### src/rtl/bus_write_arbiter.sv
// bus_write_arbiter
//
// Purpose: shares the single memory-mapped write bus between master 0 (pipeline)
// and master 1 (secondary writer, e.g. debug loader or DMA). Arbitration is
// round-robin. The grant is registered and held until the write completes. Each
// granted write is routed to either the UART transmitter or a generic sink. The
// route is chosen by decoding the address. Data is not buffered: it passes
// combinationally from the owning master to the selected target.
//
// Optional feature: define BUS_ARB_TIMEOUT_EN to abort a grant that has waited
// TIMEOUT_CYCLES owned cycles without acceptance. Without the macro, err is tied
// to 0 and a grant is held until the write completes.
//
// Ports:
//   clk, rst          clock and synchronous active-high reset
//   m0_addr/data/valid  master 0 write request;  m0_ready  accepted/retired
//   m1_addr/data/valid  master 1 write request;  m1_ready  accepted/retired
//   tx_data/tx_valid    UART byte request;       tx_ready  UART can accept
//   s_addr/s_data/s_valid  sink write request;   s_ready   sink can accept
//   err                 one-cycle timeout abort pulse
module bus_write_arbiter #(
  parameter int unsigned TIMEOUT_CYCLES = 255
) (
  input  logic        clk,
  input  logic        rst,
  input  logic [31:0] m0_addr,
  input  logic [31:0] m0_data,
  input  logic        m0_valid,
  output logic        m0_ready,
  input  logic [31:0] m1_addr,
  input  logic [31:0] m1_data,
  input  logic        m1_valid,
  output logic        m1_ready,
  output logic [7:0]  tx_data,
  output logic        tx_valid,
  input  logic        tx_ready,
  output logic [31:0] s_addr,
  output logic [31:0] s_data,
  output logic        s_valid,
  input  logic        s_ready,
  output logic        err
);

  typedef enum logic [1:0] {StIdle, StOwn0, StOwn1} state_e;

  state_e      state_q;
  logic        last_q;     // index of the most recently granted master
  logic        own_valid;
  logic [31:0] own_addr;
  logic [31:0] own_data;
  logic        is_uart;
  logic        req_tx;
  logic        req_s;
  logic        done;
  logic        abort;
  logic        xfer_end;
  logic        tmo_hit;

`ifdef BUS_ARB_TIMEOUT_EN
  localparam int unsigned CntW = $clog2(TIMEOUT_CYCLES + 1);

  logic [CntW-1:0] cnt_q;

  assign tmo_hit = (state_q != StIdle) && (cnt_q == CntW'(TIMEOUT_CYCLES));

  // Cleared while idle so every grant starts from zero.
  always_ff @(posedge clk) begin
    if (rst) begin
      cnt_q <= '0;
    end else if (state_q == StIdle) begin
      cnt_q <= '0;
    end else if (!xfer_end) begin
      cnt_q <= cnt_q + CntW'(1);
    end
  end
`else
  logic unused_timeout;

  assign tmo_hit        = 1'b0;
  assign unused_timeout = ^TIMEOUT_CYCLES;
`endif

  // Owner mux; everything reads zero while idle.
  always_comb begin
    own_valid = 1'b0;
    own_addr  = '0;
    own_data  = '0;
    case (state_q)
      StOwn0: begin
        own_valid = m0_valid;
        own_addr  = m0_addr;
        own_data  = m0_data;
      end
      StOwn1: begin
        own_valid = m1_valid;
        own_addr  = m1_addr;
        own_data  = m1_data;
      end
      default: ;
    endcase
  end

  // In the timeout cycle the target valids are dropped unconditionally. The
  // abort therefore never depends on target ready, and no ready->valid path
  // exists. With the valids at 0, no completion can occur in that cycle.
  always_comb begin
    is_uart  = (own_addr[27:4] == 24'hFF_FFFF);
    req_tx   = own_valid && is_uart && !tmo_hit;
    req_s    = own_valid && !is_uart && !tmo_hit;
    done     = (req_tx && tx_ready) || (req_s && s_ready);
    abort    = tmo_hit && own_valid;
    xfer_end = done || abort;

    tx_valid = req_tx;
    s_valid  = req_s;
    tx_data  = own_data[7:0];
    s_addr   = own_addr;
    s_data   = own_data;
    m0_ready = (state_q == StOwn0) && xfer_end;
    m1_ready = (state_q == StOwn1) && xfer_end;
    err      = abort;
  end

  // Grant FSM. last resets to 1, so master 0 wins the first contention.
  always_ff @(posedge clk) begin
    if (rst) begin
      state_q <= StIdle;
      last_q  <= 1'b1;
    end else begin
      case (state_q)
        StIdle: begin
          if (m0_valid && m1_valid) begin
            state_q <= last_q ? StOwn0 : StOwn1;
            last_q  <= !last_q;
          end else if (m0_valid) begin
            state_q <= StOwn0;
            last_q  <= 1'b0;
          end else if (m1_valid) begin
            state_q <= StOwn1;
            last_q  <= 1'b1;
          end
        end
        StOwn0, StOwn1: begin
          // An owner that withdraws its request is released without a transfer.
          if (xfer_end || !own_valid) begin
            state_q <= StIdle;
          end
        end
        default: state_q <= StIdle;
      endcase
    end
  end

endmodule

### config.mk
export PLATFORM = sky130hd
export DESIGN_NAME = bus_write_arbiter
export DESIGN_NICKNAME = d
export VERILOG_FILES = /design/src/rtl/bus_write_arbiter.sv
export SDC_FILE = /design/constraint.sdc
export NUM_CORES = 1
export LEC_CHECK = 0
export ABC_AREA = 0
export BUFFER_PORTS_ARGS = -buffer_cell sky130_fd_sc_hd__buf_2
export CAP_MARGIN = 10
export CORE_AREA = 4 4 79 81
export DETAILED_ROUTE_END_ITERATION = 6
export DIE_AREA = 0 0 83 85
export PLACE_DENSITY = 0.76
export SYNTH_ARGS = -nofsm -noshare
export SYNTH_HDL_FRONTEND = slang
export SYNTH_SLANG_ARGS = --single-unit
### constraint.sdc
create_clock -name clk -period 2.2 [get_ports clk]
set_input_delay 0.22 -clock clk [delete_from_list [all_inputs] [get_ports clk]]
set_output_delay 0.22 -clock clk [all_outputs]
set_load 0.01 [all_outputs]
# After elaboration in Yosys (flattened, before gate mapping)
# Index checks and enable logic that the tools add are counted.
# W data, S select, Z words.
[word_totals]
elab_cells = 36
output_inout_bits = 77
input_bits = 134
ff_bits = 3
[classes]
reduce_logical = 17
eq_ne = 5
mux = 12
[op_table]
columns = ["op", "n"]
rows = [
  ["$pmux W32 S2", 2],
  ["$eq A24 B24 Y1 const B", 1],
  ["$mux W2", 5],
  ["$logic_and A1 B1 Y1", 7],
  ["$ne A4 B4 Y1 const B", 1],
  ["$pmux W2 S2", 1],
  ["$reduce_and A2 Y1", 2],
  ["$logic_not A1 Y1", 3],
  ["$mux W1", 3],
  ["$reduce_bool A3 Y1", 1],
  ["$eq A2 B1 Y1 const B", 1],
  ["$eq A2 B2 Y1 const B", 1],
  ["$logic_not A2 Y1", 1],
  ["$logic_or A1 B1 Y1", 2],
  ["$ne A2 B2 Y1 const B", 1],
  ["$pmux W1 S2", 1],
  ["$reduce_or A2 Y1", 1],
]

# Longest topological paths before layout
# Gate-level depths: netlist of run 1.
[logic_depth]
word_depth = 10
ltp_mapped = 9
ltp_nobuf = 8

# Worst setup path after synthesis of run 1
# No wires, ideal clock.
[synth_path]
path_type = "reg2out"
from = "register state_q[0]"
to = "output m0_ready"
path_stages_with_launch = 10
slack_ps = 77
t_required_ps = 1980
t_arrival_ps = 1903
path_cell_list = "dfxtp_1 inv_1 ha_1 nand2_1 buf_6 o211ai_1 nand4_2 nor3_4 mux2i_1 nor3b_1"
[synth_between]
elab_chain_len = 8
[synth_lines]
columns = ["element", "line", "source"]
rows = [
  ["start: declaration", "46", "state_e state_q;"],
  ["start signal: assignment", "127", "state_q <= StIdle;"],
  ["start signal: assignment", "133", "state_q <= last_q ? StOwn0 : StOwn1;"],
  ["start signal: assignment", "136", "state_q <= StOwn0;"],
  ["$eq A2 B2 Y1 or $eq A2 B1 Y1 (tied branches)", "88, 119", ""],
  ["$pmux W32 S2", "88", "case (state_q)"],
  ["$eq A24 B24 Y1", "107", "is_uart = (own_addr[27:4] == 24'hFF_FFFF);"],
  ["$logic_not A1 Y1", "109", "req_s = own_valid && !is_uart && !tmo_hit;"],
  ["$logic_and A1 B1 Y1", "109", ""],
  ["$logic_and A1 B1 Y1", "110", "done = (req_tx && tx_ready) || (req_s && s_ready);"],
  ["$logic_or A1 B1 Y1", "110", ""],
  ["$logic_and A1 B1 Y1 *", "119", "m0_ready = (state_q == StOwn0) && xfer_end;"],
  ["end: declaration", "29", "output logic m0_ready,"],
]
# Every way passes the cells marked *; elsewhere a longest branch is shown, timed or not.

# Final worst setup path of run 1
[layout_path]
from = "register state_q[1]"
to = "output m0_ready"
# Same word-level chain as after synthesis.

==> results of run 1 <==
==> logic make-up (layout without fill, tap and decap cells) <==
kind of cell	count (synthesis)	after routing	synth area share [%]
simple gates	109	109	39.33
compound gates	94	94	42.96
buf+inv	35	237	10.52
fa+ha+maj	3	3	2.222
flops	3	3	3.556
mux	2	2	1.185
other cells	1	1	0.2220
==> worst max-delay path, stage by stage (launching register included) <==
cell      delay [ns]
dfxtp_2         0.33
inv_2           0.09
ha_4            0.19
nand2_4         0.06
buf_6           0.12
o211ai_1        0.24
nand4_4         0.18
nor3_4          0.24
mux2i_1         0.11
nor3b_1         0.19
buf_2           0.16
==> layout by cell type, fill, tap and decap left out, drive strengths merged <==
cell / count
buf: 228
a22oi: 75
nor2b: 65
nand3: 22
o211ai: 13
nand2: 5
clkbuf: 5
nor2: 3
nor3b: 3
ha: 3
dfxtp: 3
nand4: 3
inv: 2
mux2i: 2
or2: 2
and3: 2
o31ai: 2
bufbuf: 2
nor3: 1
a22o: 1
nor4: 1
a21oi: 1
a31oi: 1
o21ai: 1
nand2b: 1
or4b: 1
conb: 1
==> path summary, 6_finish.rpt <==
path | endpoint | cells past startpoint
worst min-delay path | state_q[0]$_SDFFE_PP0P_ | 2
worst max-delay path | m0_ready | 10
worst max register to register | state_q[1]$_SDFFE_PP0P_ | 10
worst min register to register | last_q$_SDFFE_PP1P_ | 2
==> through the flow <==
stage,hold WS (ns),utilization [%]
after floorplan,0.3235,-
after global placement,0.4627,50.85
after detailed placement,0.4699,50.85
after CTS,0.2360,54.48
after global routing,0.2464,55.19
final,0.2451,55.19
==> layer usage <==
metal	wire length (microns)	vias to the layer above
met5	0	-
met4	178	0
met3	544	20
met2	4191	133
met1	3313	1276
li1	-	1345
==> layout make-up <==
class	instances	area, sq um
fill	555	2452
multi-input combinational	209	1504
timing repair buffer	231	1311
tap	72	90.09
sequential	3	62.56
clock buffer	4	45.04
inverter	2	7.507
==> sequential cells by signal, indices dropped and copies added (netlist names) <==
register and flops:
last_q 1, state_q 2
==> power breakdown <==
group | internal (mW) | switching, mW | leakage (nW) | total, mW
logic | 0.339 | 0.320 | 1.46 | 0.659
clock network | 0.124 | 0.0360 | 0.0228 | 0.160
registers | 0.0609 | 0.00577 | 0.0255 | 0.0666
total | 0.524 | 0.362 | 1.51 | 0.886
==> repair_timing <==
action                     in CTS  in global routing
gates resized for setup        13                  1
setup endpoints to repair       6                  6
cloned                          3                  1
pin swaps                      14                  0
setup buffers                   4                  1
==> impl_metrics.toml, run 1 <==
[status]
status = "finished with violations"
violations = "setup timing"

[yosys]
async_reset_ff_share_pct = 0
yosysMostFrequentCell = "a22oi_1"
synth-edff-count = 0
ys_seq_elements = 3
postSynthAreaPerCell_sq_um = 6.839
synth_largest_area_cell = "a22oi_1"
yosysWarningCount = 0
netlist_instances = 247
seq_area_frac_synth_pct = 3.556
synth_area_sq_um = 1689
synth_flop_cell = "dfxtp_1"
synthTopCellsByArea = "a22oi_1 33%, nor2b_1 24%, nand3_1 6.5%, buf_4 4.0%, o211ai_2 3.7%"
yosysTopAreaCellShare_pct = 33.33
synth_common_cells = "75 x a22oi_1, 65 x nor2b_1, 22 x nand3_1"
syn-num-nets = 384
yosys.cell_types.count = 31

[placed_design]
dp_cells = 508
port_buffers = 209
placed_area_sq_um = 2783
dp_slack_ns = -0.08207
gp_congestion = 0.8999
dp_hpwl_microns = 6381

[drt]
antenna_left = 0
first_iter_violations = 154
drt-wirelength-per-cell_microns = 15.79
drc = 0
first_pass_iters = 5
viasPerCell = 5.324
routed_wl_microns = 8228
vias = 2774

[global_routing]
grt_use_met1_pct = 24.86
grt.overflow.total = 0
antenna_found_initial = 0
track_usage_pct = 20.71
grt.busiest_layer = "met2"
grtUsageMet3_pct = 4.369
grt_max_degree = 66
grt_util_met2_pct = 37.90
grt_pass1_wl_microns = 12630
grt_pass1_vias = 2622

[floorplan]
die_w_microns = 83
fp-row-count = 27
coreArea_sq_um = 5473
num_io_pins = 211
die_h_microns = 85
start_util_pct = 30.86
dieArea_sq_um = 7055

[sta]
hold_viol_final = 0
fin_setup_tns_ns = -0.6232
final-max-slew-violation-count = 0
setup_viol = 6
fmax_ghz = 0.4252
fin_ws_ns = -0.1519
period_share_pct = 106.9
rsz0062_at_grt = "yes"
min_period_ns = 2.352
skew_ns = 0.0004826

[setup_path]
path_max_fanout = 6
rr_startpoint = "state_q[1]$_SDFFE_PP0P_"
worst_setup_path_end_kind = "primary output"
worstSetupStartpoint = "state_q[1]$_SDFFE_PP0P_"
r2r_setup_slack_ns = -0.10
worst_ep_arrival_time_ns = 2.13
crit_type = "flop to primary output"
start_kind = "flop"
worstPathRequired_ns = 1.98

[power_and_ir_drop]
ir_drop_mv = 0.5603
finalPower_uw = 885.5
leakagePower_nw = 1.512
p_per_area_nw_per_um2 = 293.2

[clock_network]
cts_tree = "built"
clkTransAtPathRegs_ns = 0.03
clockRootBuffer = "clkbuf_8"
clock_sinks = 3
cts_buffers = 3
clk_latency_ns = 0.21
cts_hold_buffers = 0
htreeDepth = 1
clockBufferDepth = 2

[hold_path]
hp-class = "primary input to flop"
worstHoldStart = "rst"

[final_layout]
nets = 587
fin_cells = 521
drive_above_1_share_pct = 56.35
syn2layout_area_growth_pct = 78.82
fin_area_sq_um = 3020
diodes = 0

[job]
maxCapViolations = 0
No activity file was read; power rests on OpenSTA's default activity.
==> inputs of run 2 (changes only) <==
--- a/config.mk
+++ b/config.mk
@@ -8,10 +8,10 @@
 export ABC_AREA = 0
 export BUFFER_PORTS_ARGS = -buffer_cell sky130_fd_sc_hd__buf_2
 export CAP_MARGIN = 10
-export CORE_AREA = 4 4 79 81
+export CORE_AREA = 2 2 82 84
 export DETAILED_ROUTE_END_ITERATION = 6
-export DIE_AREA = 0 0 83 85
-export PLACE_DENSITY = 0.76
+export DIE_AREA = 0 0 84 86
+export PLACE_DENSITY = 0.68
 export SYNTH_ARGS = -nofsm -noshare
 export SYNTH_HDL_FRONTEND = slang
 export SYNTH_SLANG_ARGS = --single-unit
==> run 2 against run 1 <==
Against the previous run: the run still ends with setup timing left; critical path depth unchanged; sequential cell count unchanged; global-route usage down 1.2 points; clock skew about the same; wire length down 5.6%; combinational power about the same; die area up 2.4%; non-clock buffer count down 1; hold slack worse by 0.015 ns; sequential share of layout area up 0.065 points; final area up 0.83%; fmax down 2.0%; critical path type unchanged; critical endpoint is now m1_ready; highest routed layer unchanged.
==> impl_metrics.toml, run 2 (synthesis results as in run 1) <==
[setup_path]
r2r_end = "state_q[1]$_SDFFE_PP0P_"
path_cells = "inv_4 -> ha_4 -> buf_8 -> nand3_1 -> o211ai_1 -> nand4_4 -> nor3_4 -> mux2i_1 -> nor3b_1 -> buf_2"
start_kind = "flop"
r2r_setup_slack_ns = -0.08
crit_family = "simple AND/OR/NAND/NOR gates"
worst_ep_arrival_time_ns = 2.18
max_stage_delay_ns = 0.36
cpMaxStageDelayCell = "dfxtp_4"
rr_startpoint = "state_q[0]$_SDFFE_PP0P_"
worstPathRequired_ns = 1.98
crit_type = "flop to primary output"
path_buf_inv = 3
r2r_cells = 9
worst_setup_path_end_kind = "primary output"
path_max_fanout = 20

[clock_network]
cts_hold_buffers = 0
cts_buffers = 3
clockBufferDepth = 2
clkTransAtPathRegs_ns = 0.03
htreeDepth = 1
clockRootBuffer = "clkbuf_8"
clk_latency_ns = 0.22
cts_tree = "built"
clock_sinks = 3

[final_layout]
drive_above_1_share_pct = 56.92
largest_reg_flops = 2
fin_util_pct = 48.52
fin_area_sq_um = 3045
top_register = "state_q"
layout_commonest_cell = "buf_2"
layout_common_cells = "209 x buf_2, 73 x a22oi_1, 65 x nor2b_1"
nets = 586
top_regs = "state_q (2), last_q (1)"
diodes = 0
syn2layout_area_growth_pct = 80.30

[global_routing]
grt.overflow.total = 0
grtUsageMet3_pct = 2.502
grt_pass1_vias = 2538
grt_use_met1_pct = 25.16
grt_util_met2_pct = 34.69
grt_max_degree = 66
grt.busiest_layer = "met2"
antenna_found_initial = 0
track_usage_pct = 19.48
grt_pass1_wl_microns = 11940

[floorplan]
die_h_microns = 86
die_w_microns = 84
num_io_pins = 211
coreArea_sq_um = 6277
fp-row-count = 29
dieArea_sq_um = 7224
start_util_pct = 26.91

[sta]
min_period_ns = 2.399
setup_viol = 6
hold_viol_final = 0
final-max-slew-violation-count = 0
fmax_ghz = 0.4168
rsz0062_at_grt = "yes"
fin_ws_ns = -0.1992
period_share_pct = 109.1
skew_ns = 0.00007616

[hold_path]
hp-class = "primary input to flop"
min_path_cells = 2
worstHoldEndpoint = "state_q[0]$_SDFFE_PP0P_"
worstHoldStart = "rst"

[status]
violations = "setup timing"
status = "finished with violations"

[placed_design]
port_buffers = 209
placed_area_sq_um = 2789
dp_hpwl_microns = 6058
gp_congestion = 0.8235

[drt]
first_iter_violations = 119
vias = 2720
viasPerCell = 5.181
routed_wl_microns = 7771
drc = 0
antenna_left = 0
first_pass_iters = 7
drt-wirelength-per-cell_microns = 14.80

[power_and_ir_drop]
finalPower_uw = 889.8
ir_drop_mv = 0.3333
leakagePower_nw = 1.518
p_per_area_nw_per_um2 = 292.2

[job]
maxCapViolations = 0
[run 2: changes by cell type in the layout (fill, tap and decap cells not counted), sizes merged]
cell and delta:
bufbuf -2, clkbuf +1
[run 2: worst max-delay path by stage]
stage / slack [ns] / start / depth (start not counted) / to
floorplan: 0.08 / state_q[0]$_SDFFE_PP0P_ / 9 / m0_ready
global placement: -0.07 / state_q[0]$_SDFFE_PP0P_ / 10 / m0_ready
detailed placement: -0.14 / state_q[0]$_SDFFE_PP0P_ / 10 / m1_ready
CTS: -0.20 / state_q[0]$_SDFFE_PP0P_ / 10 / m1_ready
global route: -0.32 / state_q[1]$_SDFFE_PP0P_ / 10 / m1_ready
finish: -0.20 / state_q[0]$_SDFFE_PP0P_ / 10 / m1_ready
[run 2: worst register-to-register path, delay by kind of cell (launching register included)]
family | cells | cell delay [ns]
flip-flops | 1 | 0.36
AO/OA/AOI/OAI | 3 | 0.40
buffers and inverters | 2 | 0.31
AND/OR/NAND/NOR | 3 | 0.86
adder cells (fa/ha/maj) | 1 | 0.23
[run 2: area by class of cell]
class / count / area [sq um]
Fill cell: 659 / 3232
Multi-Input combinational cell: 209 / 1550
Timing Repair Buffer: 230 / 1279
Tap cell: 77 / 96.34
Sequential cell: 3 / 65.06
Clock buffer: 4 / 45.04
Inverter: 2 / 10.01
[run 2: layer usage]
| layer | up-vias | part of all wire [%] |
|---|---|---|
| met3 | 13 | 6.7 |
| met1 | 1247 | 41 |
| met2 | 121 | 51 |
| li1 | 1339 | - |
| met5 | - | 0 |
| met4 | 0 | 1.4 |
[run 2: report_power, final]
group / internal [mW] / leakage, nW / switching [mW]
logic: 0.332 / 1.47 / 0.327
clock network: 0.124 / 0.0228 / 0.0395
registers: 0.0606 / 0.0258 / 0.00664
[run 2: repair_timing]
action	CTS	global route
endpoints found under the hold margin	0	0
gates cloned	0	2
setup buffers	3	4
pin swaps	7	9
endpoints found under the setup margin	6	8
gates resized for setup	15	12
[run 2: through the flow]
step / instances / hold WS, ns / worst slack, ns / TNS (ns)
4_1_cts: 520 / 0.2268 / -0.2047 / -0.6769
3_3_place_gp: 513 / 0.4608 / -0.07388 / -0.1980
6_report: 525 / 0.2296 / -0.1992 / -0.6791
5_1_grt: 525 / 0.2286 / -0.3187 / -1.296
3_5_place_dp: 513 / 0.4659 / -0.1434 / -0.5054
2_1_floorplan: 247 / 0.3235 / 0.07706 / 0
